### src/rtl/grid_display_scanner.sv
// Consumer end of the generation bus: accepts one grid per frame over valid/ready
// and scans it row by row onto a multiplexed LED matrix, pulsing frame_done per frame.
module grid_display_scanner #(
    parameter int ROWS      = 8,
    parameter int COLS      = 8,
    parameter int DWELL     = 1000,
    parameter int BLANK_CYC = 2
) (
    input  logic                   clk,
    input  logic                   reset,
    input  logic [ROWS*COLS-1:0]   grid,
    input  logic                   grid_valid,
    output logic                   grid_ready,
    output logic [ROWS-1:0]        row_en,
    output logic [COLS-1:0]        col_data,
    output logic                   frame_done,
    output logic                   busy
);

    localparam int MAX_DB  = (DWELL > BLANK_CYC) ? DWELL : BLANK_CYC;
    localparam int MAX_ALL = (MAX_DB > ROWS) ? MAX_DB : ROWS;
    localparam int CW      = $clog2(MAX_ALL + 1);

    localparam bit            NO_BLANK   = (BLANK_CYC == 0);
    localparam logic [CW-1:0] DWELL_LOAD = CW'(DWELL - 1);
    localparam logic [CW-1:0] BLANK_LOAD = NO_BLANK ? '0 : CW'(BLANK_CYC - 1);
    localparam logic [CW-1:0] LAST_ROW   = CW'(ROWS - 1);

    localparam logic [1:0] IDLE  = 2'd0;
    localparam logic [1:0] SCAN  = 2'd1;
    localparam logic [1:0] BLANK = 2'd2;

    logic [1:0]           state;
    logic [ROWS*COLS-1:0] frame;
    logic [CW-1:0]        row;
    logic [CW-1:0]        dwell_cnt;
    logic [CW-1:0]        blank_cnt;

    logic last_row;
    logic row_end;
    logic wrap;
    logic transfer;

    // With no blanking the row ends on the last lit cycle, otherwise on the last blank cycle.
    always_comb begin
        last_row = (row == LAST_ROW);
        if (NO_BLANK) begin
            row_end = (state == SCAN) && (dwell_cnt == '0);
        end else begin
            row_end = (state == BLANK) && (blank_cnt == '0);
        end
        wrap       = row_end && last_row;
        grid_ready = ((state == IDLE) && reset) || wrap;
        frame_done = wrap;
        busy       = (state != IDLE);
        transfer   = grid_valid && grid_ready;
    end

    always_ff @(posedge clk or negedge reset) begin
        if (!reset) begin
            state     <= IDLE;
            frame     <= '0;
            row       <= '0;
            dwell_cnt <= '0;
            blank_cnt <= '0;
        end else if (row_end) begin
            dwell_cnt <= DWELL_LOAD;
            state     <= SCAN;
            if (last_row) begin
                row <= '0;
                if (transfer) begin
                    frame <= grid;
                end
            end else begin
                row <= row + 1'b1;
            end
        end else begin
            case (state)
                IDLE: begin
                    if (transfer) begin
                        frame     <= grid;
                        row       <= '0;
                        dwell_cnt <= DWELL_LOAD;
                        state     <= SCAN;
                    end
                end
                SCAN: begin
                    if (dwell_cnt != '0) begin
                        dwell_cnt <= dwell_cnt - 1'b1;
                    end else begin
                        blank_cnt <= BLANK_LOAD;
                        state     <= BLANK;
                    end
                end
                BLANK: begin
                    blank_cnt <= blank_cnt - 1'b1;
                end
                default: begin
                    state <= IDLE;
                end
            endcase
        end
    end

    // Row drive and column data are pure decodes of the held frame and row pointer.
    always_comb begin
        row_en   = '0;
        col_data = '0;
        for (int r = 0; r < ROWS; r++) begin
            if ((state == SCAN) && (row == CW'(r))) begin
                row_en[r] = 1'b1;
                col_data  = frame[r*COLS +: COLS];
            end
        end
    end

endmodule
### config.mk
export PLATFORM = sky130hd
export DESIGN_NAME = grid_display_scanner
export DESIGN_NICKNAME = d
export VERILOG_FILES = /design/src/rtl/grid_display_scanner.sv
export SDC_FILE = /design/constraint.sdc
export NUM_CORES = 1
export LEC_CHECK = 0
export ABC_AREA = 0
export BUFFER_PORTS_ARGS = -buffer_cell sky130_fd_sc_hd__buf_2
export CORE_ASPECT_RATIO = 1.2
export CORE_MARGIN = 8
export CORE_UTILIZATION = 60
export CTS_CLUSTER_DIAMETER = 120
export DETAILED_ROUTE_END_ITERATION = 6
export GPL_TIMING_DRIVEN = 0
export HOLD_SLACK_MARGIN = 0.02
export PLACE_DENSITY_LB_ADDON = 0.2
export SLEW_MARGIN = 40
export SYNTH_ARGS = -nofsm -noshare
export SYNTH_HDL_FRONTEND = slang
export SYNTH_SLANG_ARGS = --single-unit
### constraint.sdc
create_clock -name clk -period 3.9 [get_ports clk]
set_input_delay 0.39 -clock clk [delete_from_list [all_inputs] [get_ports clk]]
set_output_delay 0.39 -clock clk [all_outputs]
set_load 0.005 [all_outputs]
After elaboration in Yosys (flattened, before gate mapping)
Index checks and enable logic that the tools add are counted.
- flip-flop bits (word level): 96
- bits in latches: 0
- memory bits (writable): 0
- bits in read-only memories: 0
- output and inout bits: 19
- logic and storage cells: 85
- memories kept: 0
- $add $sub $neg: 3
- multipliers: 0
- divide/modulo/power cells: 0
- order comparisons: 0
- equal/unequal tests: 15
- shift operators: 0
- mux-type cells: 34
- bitwise logic cells: 1
- reductions and logical operators: 27
- operator list (operator ; count):
    64-bit two-way mux ; 4
    10-bit two-way mux ; 8
    8-bit two-way mux ; 8
    10-bit by 3-bit equality test with 1-bit output (second input constant) ; 4
    10-bit one-hot mux with 2 select lines ; 2
    10-bit by 2-bit equality test with 1-bit output (second input constant) ; 2
    10-bit zero test ; 2
    10-bit by 1-bit subtractor with 10-bit output (second input constant) ; 2
    1-bit logical AND ; 12
    10-bit by 1-bit adder with 10-bit output (second input constant) ; 1
    10-bit by 1-bit equality test with 1-bit output (second input constant) ; 1
    10-bit nonzero test ; 1
    3-bit inequality test (second input constant) ; 3
    3-bit AND reduction ; 3
    1-bit two-way mux ; 8
    2-bit nonzero test ; 4
    2-bit two-way mux ; 3
    2-bit inequality test (second input constant) ; 3
    2-bit one-hot mux with 3 select lines ; 1
    2-bit AND reduction ; 2
    3-bit nonzero test ; 1
    2-bit by 1-bit equality test with 1-bit output (second input constant) ; 1
    2-bit equality test (second input constant) ; 1
    2-bit zero test ; 1
    2 further kinds ; 2

Logic depth before layout (Yosys ltp)
Gate-level depths: netlist of the first run.
- depth after elaboration: 10
- gate-level depth with buffers: 9
- depth with buffers taken out: 7

Least setup slack after synthesis of the first run
No wires, ideal clock.
- path kind: reg2out
- start point: register row[0]
- end point: output col_data[5]
- data arrival time: 1751 ps
- slack: 1759 ps
- cell stages (with the launch flop): 9
- path buffers: 1
- cells stage by stage: dfrtp_1 -> inv_1 -> ha_1 -> nor2b_1 -> clkbuf_1 -> a22oi_1 -> a22o_1 -> a22o_1 -> a21oi_1
- cells in the longest elaborated chain, start to end: 10
- RTL lines (what ; RTL line ; source):
    from (decl) ; 35 ; logic [CW-1:0] row;
    from (signal assigned) ; 75 ; row <= row + 1'b1;
    10-bit zero test ; 110 ; if ((state == SCAN) && (row == CW'(r))) begin
    1-bit logical AND ; 110 ;
    8-bit two-way mux (7 in a row) ; 110 ;
    8-bit two-way mux * ; 110 ;
    to (decl) ; 15 ; output logic [COLS-1:0] col_data,
Every way passes the cells marked *; elsewhere a longest branch is shown, timed or not.

Final worst setup path of the first run
- start point: register row[0]
- end point: output col_data[0]
Same word-level chain as after synthesis.

==> flow_metrics.tcl, run 1 <==
set metrics [dict create \
    stdcell_count 692 \
    cts_buffer_depth 2 \
    pre_cts_ws_ns 1.21 \
    syn_to_final_growth_pct 15.5 \
    critPathArrivalTime_ns 2.77 \
    period_needed_ns 3.16 \
    setup_viol 0 \
    total_power_mw 1.84 \
    worst_slew_pin_slew_ns 0.798 \
    dr.pass1.iters 4 \
    num-fill-cells 677 \
    period_share_pct 81.0 \
    postRouteAntennaNets 0 \
    die_area_um2 12200 \
    die_y_um 120 \
    worst_slack_ns 0.740 \
    core_region_area_um2 8890 \
    r2r-end "row[0]" \
    nets 644 \
    hold_viol_final 0 \
    num_rows 38 \
    initial_core_util_pct 60.4 \
    worstHoldPathType "in2reg" \
    synth_cells 469 \
    reg2reg_setup_slack_ns 1.42 \
    cp.required_ns 3.51 \
    max_cap_violations 0 \
    r2r_cells 8 \
    ys_types 57 \
    drive_above_1_share_pct 33.4 \
    die_w_um 102 \
    grt_pass1_vias 4340 \
    vias 4179 \
    ir_worst_vdd_uv 147 \
    fin_skew_ns 0.00937 \
    track_usage_pct 22.9 \
    grt_max_degree 55 \
    routed_via_density 6.04 \
    fmaxAchievable_ghz 0.316 \
    yosys_warnings 0 \
    async_flop_share_pct 100 \
    synth_area_um2 5370 \
    cts_made_buffers 9 \
    synth_edf_count 0 \
    antennaDiodeCount 0 \
    syn_nets 546 \
    p_leak_nw 2.91 \
    post-route-drc-count 0 \
    numPlacedInstances 675 \
    rsz0062_at_grt "false" \
    clock_latency_ns 0.37 \
    cts_sinks 96 \
    post_drt_wl_per_cell_um 19.6 \
    whs_path_depth 2 \
    hpwl_um 9790 \
    antenna_found_initial 0 \
    worstHoldEndpoint "frame[14]" \
    worstPathMaxFanout 10 \
    yosysSeqAreaShare_pct 44.8 \
    setup.worst_path.end_class "output pin" \
    final_util_pct 69.7 \
    powerDensity_nw_per_um2 296 \
    status "complete, no violations" \
    drt-total-wl_um 13600 \
    cts_tree "yes" \
    grt_first_pass_wirelength_um 21800 \
    crit_path_start_kind "flip-flop" \
    overflow 0 \
    slew_headroom_pct 46.6 \
    drt_iter0_drc 243 \
    clkTransAtPathRegs_ns 0.09 \
    hold_path_startpoint "grid[14]" \
    gp_congestion 0.891 \
    avgSynthCellArea_um2 11.4 \
    htreeDepth 3 \
    top_level_ports 86 \
    ys_ff_latch 96 \
    portBuffers 85 \
    crit_type "reg2out" \
    slew_violations 0 \
    synthFlopType "dfrtp_1" \
    r2r-start "state[0]" \
    cts_root_buf "clkbuf_8" \
]
[kinds of logic after synthesis]
family,Yosys count,synth area share (%)
xor+xnor,7,1.14
buf+inv,45,5.18
fa+ha+maj,10,2.33
compound gates,109,14.3
mux,71,19.0
flops,96,44.8
simple gates,131,13.3
[cell usage after synthesis (all sizes together) (2+ instances only)]
master | n | share of area, %
o211ai | 5 | 0.70
and2 | 3 | 0.35
nor4bb | 2 | 0.37
nor2 | 31 | 2.2
o21a | 2 | 0.28
a21boi | 2 | 0.35
a221oi | 4 | 0.65
nor4 | 6 | 0.98
o311ai | 2 | 0.33
a22oi | 8 | 1.1
a211oi | 3 | 0.42
nand2b | 7 | 0.96
and3 | 8 | 1.0
nor3 | 8 | 0.75
nor2b | 5 | 0.58
nor4b | 3 | 0.61
dfrtp | 96 | 45
nand2 | 30 | 2.1
o22ai | 7 | 0.82
a21oi | 22 | 2.1
a221o | 7 | 1.3
a22o | 10 | 1.6
o31ai | 3 | 0.51
clkbuf | 13 | 0.91
nand4 | 8 | 1.2
mux2 | 66 | 18
a21o | 3 | 0.42
mux2i | 5 | 0.93
inv | 21 | 1.5
or4 | 3 | 0.42
o221ai | 5 | 0.82
nand3 | 13 | 1.2
o21ai | 20 | 1.9
buf | 11 | 2.8
xor2 | 6 | 0.98
a311oi | 2 | 0.33
ha | 10 | 2.3
[layer usage]
metal  global-route usage [%]  vias up  routed length (um)
met5                        0        -                   0
met4                     8.83        0                 368
met3                     5.62       30                 768
met2                     37.3      141                6640
met1                     28.5     2083                5790
li1                         -     1925                   -
[cell type report]
class                   count  area [um2]  area share [%]
multi-input cells         328        2690            43.4
plain buffers              24         199            3.21
well taps                 120         150            2.42
clock inverters             2        10.0           0.161
flip-flops and latches     96        2400            38.8
repair buffers             87         473            7.63
clock buffers              14         193            3.11
inverters                  21        78.8            1.27
[layout by cell type, fill, tap and decap left out, drive strengths merged, types with 6 or more instances in the layout]
cell,count
a221o,7
nand2b,7
nand4,8
inv,21
nor2,31
xor2,6
ha,10
dfrtp,96
o22ai,7
and3,8
nor4,6
a21oi,22
mux2,66
clkbuf,27
a22o,10
o21ai,20
nand3,13
nand2,30
a22oi,8
buf,97
nor3,8
[power breakdown]
| part | switching [mW] | total [mW] | internal (mW) |
|---|---|---|---|
| Sequential | 0.0230 | 1.05 | 1.03 |
| Clock | 0.340 | 0.658 | 0.318 |
| Combinational | 0.0495 | 0.127 | 0.0776 |
| Total | 0.413 | 1.84 | 1.42 |
[repair_timing]
item	in CTS	in global routing
hold buffers	1	0
resized for setup	0	0
buffers inserted	0	0
endpoints found under the hold margin	42	0
[through the flow]
step                      setup TNS [ns]  area [um2]  hold WS (ns)
after floorplan                        0        5370        0.0944
after global placement            -0.713        5940         0.484
after detailed placement               0        5990         0.312
after CTS                              0        6200         0.228
after global routing                   0        6200         0.224
final                                  0        6200         0.249
[worst max-delay path, cell delays in order (launching register included)]
cell      delay [ns]
dfrtp_1         0.42
inv_1           0.11
ha_1            0.26
inv_1           0.25
clkbuf_1        0.48
nor2_1          0.11
o31ai_1         0.29
mux2i_1         0.15
a21oi_1         0.17
buf_2           0.15
[flip-flops by register name, indices dropped and copies added, names as in the netlist]
signal     count
state          2
row           10
dwell_cnt     10
blank_cnt     10
frame         64
[how the worst max path moves through the flow]
| stage | depth (start not counted) | startpoint | endpoint |
|---|---|---|---|
| floorplan | 8 | row[0] | col_data[5] |
| global placement | 5 | reset | dwell_cnt[2] |
| detailed placement | 9 | row[0] | col_data[5] |
| CTS | 9 | row[0] | col_data[5] |
| global route | 9 | row[0] | col_data[6] |
| finish | 9 | row[0] | col_data[0] |
Power figures use the tool's default switching activity.
==> inputs of run 2 (changes only) <==
CORE_UTILIZATION = 52   (was 60)
clock period = 2.7 ns   (was 3.9 ns; I/O delays follow)
==> flow_metrics.tcl, run 2 (synthesis gave the netlist of run 1 again) <==
set metrics [dict create \
    overflow 0 \
    worstPathMaxFanout 6 \
    track_usage_pct 20.4 \
    gp_congestion 0.892 \
    critPathArrivalTime_ns 2.38 \
    fin_setup_tns_ns 0 \
    num-fill-cells 797 \
    p_leak_nw 2.98 \
    worst_slack_ns 0.0511 \
    setup_viol 0 \
    final_common_cell "dfrtp_1" \
    antenna_found_initial 0 \
    multi_input_area_um2 2750 \
    crit_type "reg2out" \
    hold_viol_final 0 \
    grt_max_degree 78 \
    clock_latency_ns 0.35 \
    die_area_um2 13800 \
    clkTransAtPathRegs_ns 0.07 \
    hpwl_um 10000 \
    top_level_ports 86 \
    fmaxAchievable_ghz 0.378 \
    drive_above_1_share_pct 37.1 \
    drt-total-wl_um 13800 \
    grt_pass1_vias 4308 \
    cts_root_buf "clkbuf_16" \
    status "complete, no violations" \
    routed_via_density 5.91 \
    ir_worst_vdd_uv 310 \
    final_cell_mix "dfrtp_1 (96), buf_2 (89), mux2_4 (60)" \
    worst_slew_pin_slew_ns 0.737 \
    worstHoldPathType "in2reg" \
    cts_tree "yes" \
    num_rows 40 \
    cts_made_buffers 9 \
    period_needed_ns 2.65 \
    slew_headroom_pct 50.2 \
    vias 4120 \
    period_share_pct 98.1 \
    seqCellArea_um2 2400 \
    nets 643 \
    dr.pass1.iters 4 \
    cp.required_ns 2.43 \
    cts_buffer_depth 2 \
    rsz0062_at_grt "true" \
    post_drt_wl_per_cell_um 19.8 \
    antennaDiodeCount 0 \
    syn_to_final_growth_pct 19.0 \
    powerDensity_nw_per_um2 474 \
    htreeDepth 3 \
    initial_core_util_pct 53.6 \
    cts_sinks 96 \
    slew_violations 0 \
    grt_first_pass_wirelength_um 22200 \
    postRouteAntennaNets 0 \
    post-route-drc-count 0 \
    die_w_um 109 \
    core_region_area_um2 10000 \
    die_y_um 127 \
    fin_skew_ns 0.00992 \
    pre_cts_ws_ns 0.0571 \
    portBuffers 85 \
    drt_iter0_drc 248 \
    largest_register_ff_count 64 \
    postCtsSetupBuffers 0 \
    regMostFlops "frame" \
    setup.worst_path.end_class "output pin" \
    max_cap_violations 0 \
    crit_path_start_kind "flip-flop" \
]
## run 2: cell count changes in the layout (fill, tap and decap cells not counted), sizes merged
cell | before | now
buf | 97 | 99
inv | 21 | 23
clkbuf | 27 | 19
bufinv | 0 | 1
clkinvlp | 0 | 2
## run 2: what timing repair did
item,4_1_cts,5_1_grt
hold buffers,2,0
gates resized for setup,17,15
gates cloned,0,0
pin swaps,0,0
endpoints found under the hold margin,23,0
endpoints found under the setup margin,8,9
## run 2: layout make-up
type,count,share of cell area (%)
multi-input combinational,328,43.1
timing repair buffer,88,7.48
inverter,21,1.27
clock inverter,7,1.23
clock buffer,9,3.53
tap,126,2.47
buffer,22,3.29
sequential,96,37.6
## run 2: path summary, 6_finish.rpt
path                                start      endpoint  slack, ns  cells after the start
worst min register to register  frame[23]     frame[23]       0.51                      1
worst max-delay path               row[1]   col_data[3]       0.05                      8
max in group asynchronous           reset     frame[51]       1.76                      3
worst max register to register   state[1]  dwell_cnt[1]       0.24                      7
min in group asynchronous           reset     frame[33]       0.50                      3
worst min-delay path              grid[6]      frame[6]       0.14                      2
## run 2: worst max-delay path, cell delays in order (launching register included)
cell and delay (ns):
dfrtp_1 0.43, inv_2 0.10, ha_2 0.25, nor2b_1 0.45, a221o_1 0.28, o21a_1 0.12
a21oi_1 0.04, a21oi_1 0.19, buf_2 0.15
## run 2: power by group
group	internal (mW)	switching, mW
logic	0.113	0.0711
registers	1.49	0.0349
clock network	0.728	0.592
## run 2: layer usage
layer	global-route usage, %	up-vias	wire [um]
li1	-	1929	-
met1	24.6	2045	5600
met2	34.5	131	7070
met3	4.78	15	902
met4	6.94	0	222
met5	0	-	0
## run 2: metrics by stage
step	hold WS, ns	total power [mW]	cells	util [%]	instance area (um2)
5_1_grt	0.134	3.12	697	63.8	6390
6_report	0.139	3.02	697	63.8	6390
3_5_place_dp	0.120	1.73	681	59.8	5990
3_3_place_gp	0.482	1.72	680	59.4	5950
2_1_floorplan	-0.0256	1.62	469	-	5370
4_1_cts	0.137	3.04	699	63.6	6360
==> inputs of run 3 (changes only) <==
CORE_UTILIZATION = 60   (was 52)
MAX_ROUTING_LAYER = met4   (was not set)
clock period = 3.3 ns   (was 2.7 ns; I/O delays follow)
==> flow_metrics.tcl, run 3 (synthesis gave the netlist of run 1 again) <==
set metrics [dict create \
    status "complete, no violations" \
    p_leak_nw 2.87 \
    antenna_found_initial 0 \
    ir_worst_vdd_uv 161 \
    hpwl_um 9820 \
    die_y_um 120 \
    top_level_ports 86 \
    grt_max_degree 52 \
    period_needed_ns 3.01 \
    clkTransAtPathRegs_ns 0.09 \
    post-route-drc-count 0 \
    gp_congestion 0.898 \
    cts_resized 0 \
    cp-endpoint "col_data[1]" \
    max_cap_violations 0 \
    grt_pass1_vias 4350 \
    die_area_um2 12200 \
    rsz0062_at_grt "false" \
    num_rows 38 \
    drive_above_1_share_pct 32.4 \
    stdcell_count 691 \
    drt-total-wl_um 13200 \
    postCtsSetupBuffers 0 \
    crit_path_start_kind "flip-flop" \
    setup.worst_path.end_class "output pin" \
    overflow 0 \
    critPathLaunch "row[0]" \
    r2r_cells 9 \
    hold_viol_final 0 \
    largest_register_ff_count 64 \
    initial_core_util_pct 60.4 \
    hold_buffers 1 \
    worstPathMaxFanout 8 \
    drt_iter0_drc 283 \
    slew_violations 0 \
    r2r-end "row[2]" \
    clock_latency_ns 0.36 \
    slew_headroom_pct 51.2 \
    powerDensity_nw_per_um2 332 \
    antennaDiodeCount 0 \
    nets 644 \
    worst_slew_pin_slew_ns 0.729 \
    setup_viol 0 \
    cp.required_ns 2.97 \
    stdcell_area_um2 6140 \
    cts_made_buffers 9 \
    final_util_pct 69.1 \
    routed_via_density 5.96 \
    postRouteAntennaNets 0 \
    final_cell_mix "dfrtp_1 (96), buf_2 (87), mux2_4 (60)" \
    total_power_mw 2.04 \
    numPlacedInstances 675 \
    cts_sinks 96 \
    syn_to_final_growth_pct 14.5 \
    final_common_cell "dfrtp_1" \
    dpl-instance-area_um2 5990 \
    pre_cts_ws_ns 0.684 \
    htreeDepth 3 \
    crit_type "reg2out" \
    r2r-start "state[0]" \
    period_share_pct 91.3 \
    worstHoldPathType "in2reg" \
    cts_buffer_depth 2 \
    worst_slack_ns 0.286 \
    fin_setup_tns_ns 0 \
    whs_ns 0.199 \
    grt_first_pass_wirelength_um 21700 \
    portBuffers 85 \
    track_usage_pct 23.1 \
    vias 4121 \
    die_w_um 102 \
    fmaxAchievable_ghz 0.332 \
    fin_skew_ns 0.00924 \
    reg2reg_setup_slack_ns 0.78 \
    post_drt_wl_per_cell_um 19.1 \
    core_region_area_um2 8890 \
    dr.pass1.iters 5 \
    regMostFlops "frame" \
    cts_root_buf "clkbuf_8" \
    cts_tree "yes" \
    critPathArrivalTime_ns 2.68 \
]
-- run 3: cell types whose count changed in the layout (fill, tap and decap cells not counted), sizes merged --
cell,previous run,this run
bufinv,1,0
clkinvlp,2,0
buf,99,97
clkbuf,19,27
inv,23,21
clkinv,2,1
-- run 3: layout make-up --
type                            instances  area, um2
Fill cell                             672       2750
Multi-Input combinational cell        328       2690
Sequential cell                        96       2400
Timing Repair Buffer                   87        473
Buffer                                 24        199
Tap cell                              120        150
Clock buffer                           14        143
Inverter                               21       78.8
Clock inverter                          1       5.00
-- run 3: per-layer routing --
metal	GRT usage (%)	vias to the layer above	part of all wire (%)
met5	-	-	0
met4	8.65	0	1.9
met3	4.69	19	5.4
met2	37.0	134	50
li1	-	1925	-
met1	28.0	2043	42
-- run 3: worst max-delay path: stages, from the launching register on --
cell and delay (ns):
dfrtp_1 0.42, inv_1 0.12, ha_1 0.34, nor2b_1 0.17, clkbuf_1 0.31, a22oi_1 0.14
a22o_1 0.27, a22o_1 0.22, a21oi_1 0.18, buf_2 0.15
-- run 3: worst min path at each step --
stage	from	end	cells past startpoint
6_report	grid[16]	frame[16]	2
5_1_grt	grid[11]	frame[11]	2
2_1_floorplan	reset	blank_cnt[0]	0
4_1_cts	grid[16]	frame[16]	2
3_3_place_gp	blank_cnt[1]	blank_cnt[1]	2
3_5_place_dp	reset	frame[8]	1
-- run 3: report_power, final --
group | internal (mW) | total [mW] | switching (mW)
sequential | 1.22 | 1.24 | 0.0267
combinational | 0.0916 | 0.148 | 0.0562
clock | 0.271 | 0.649 | 0.378
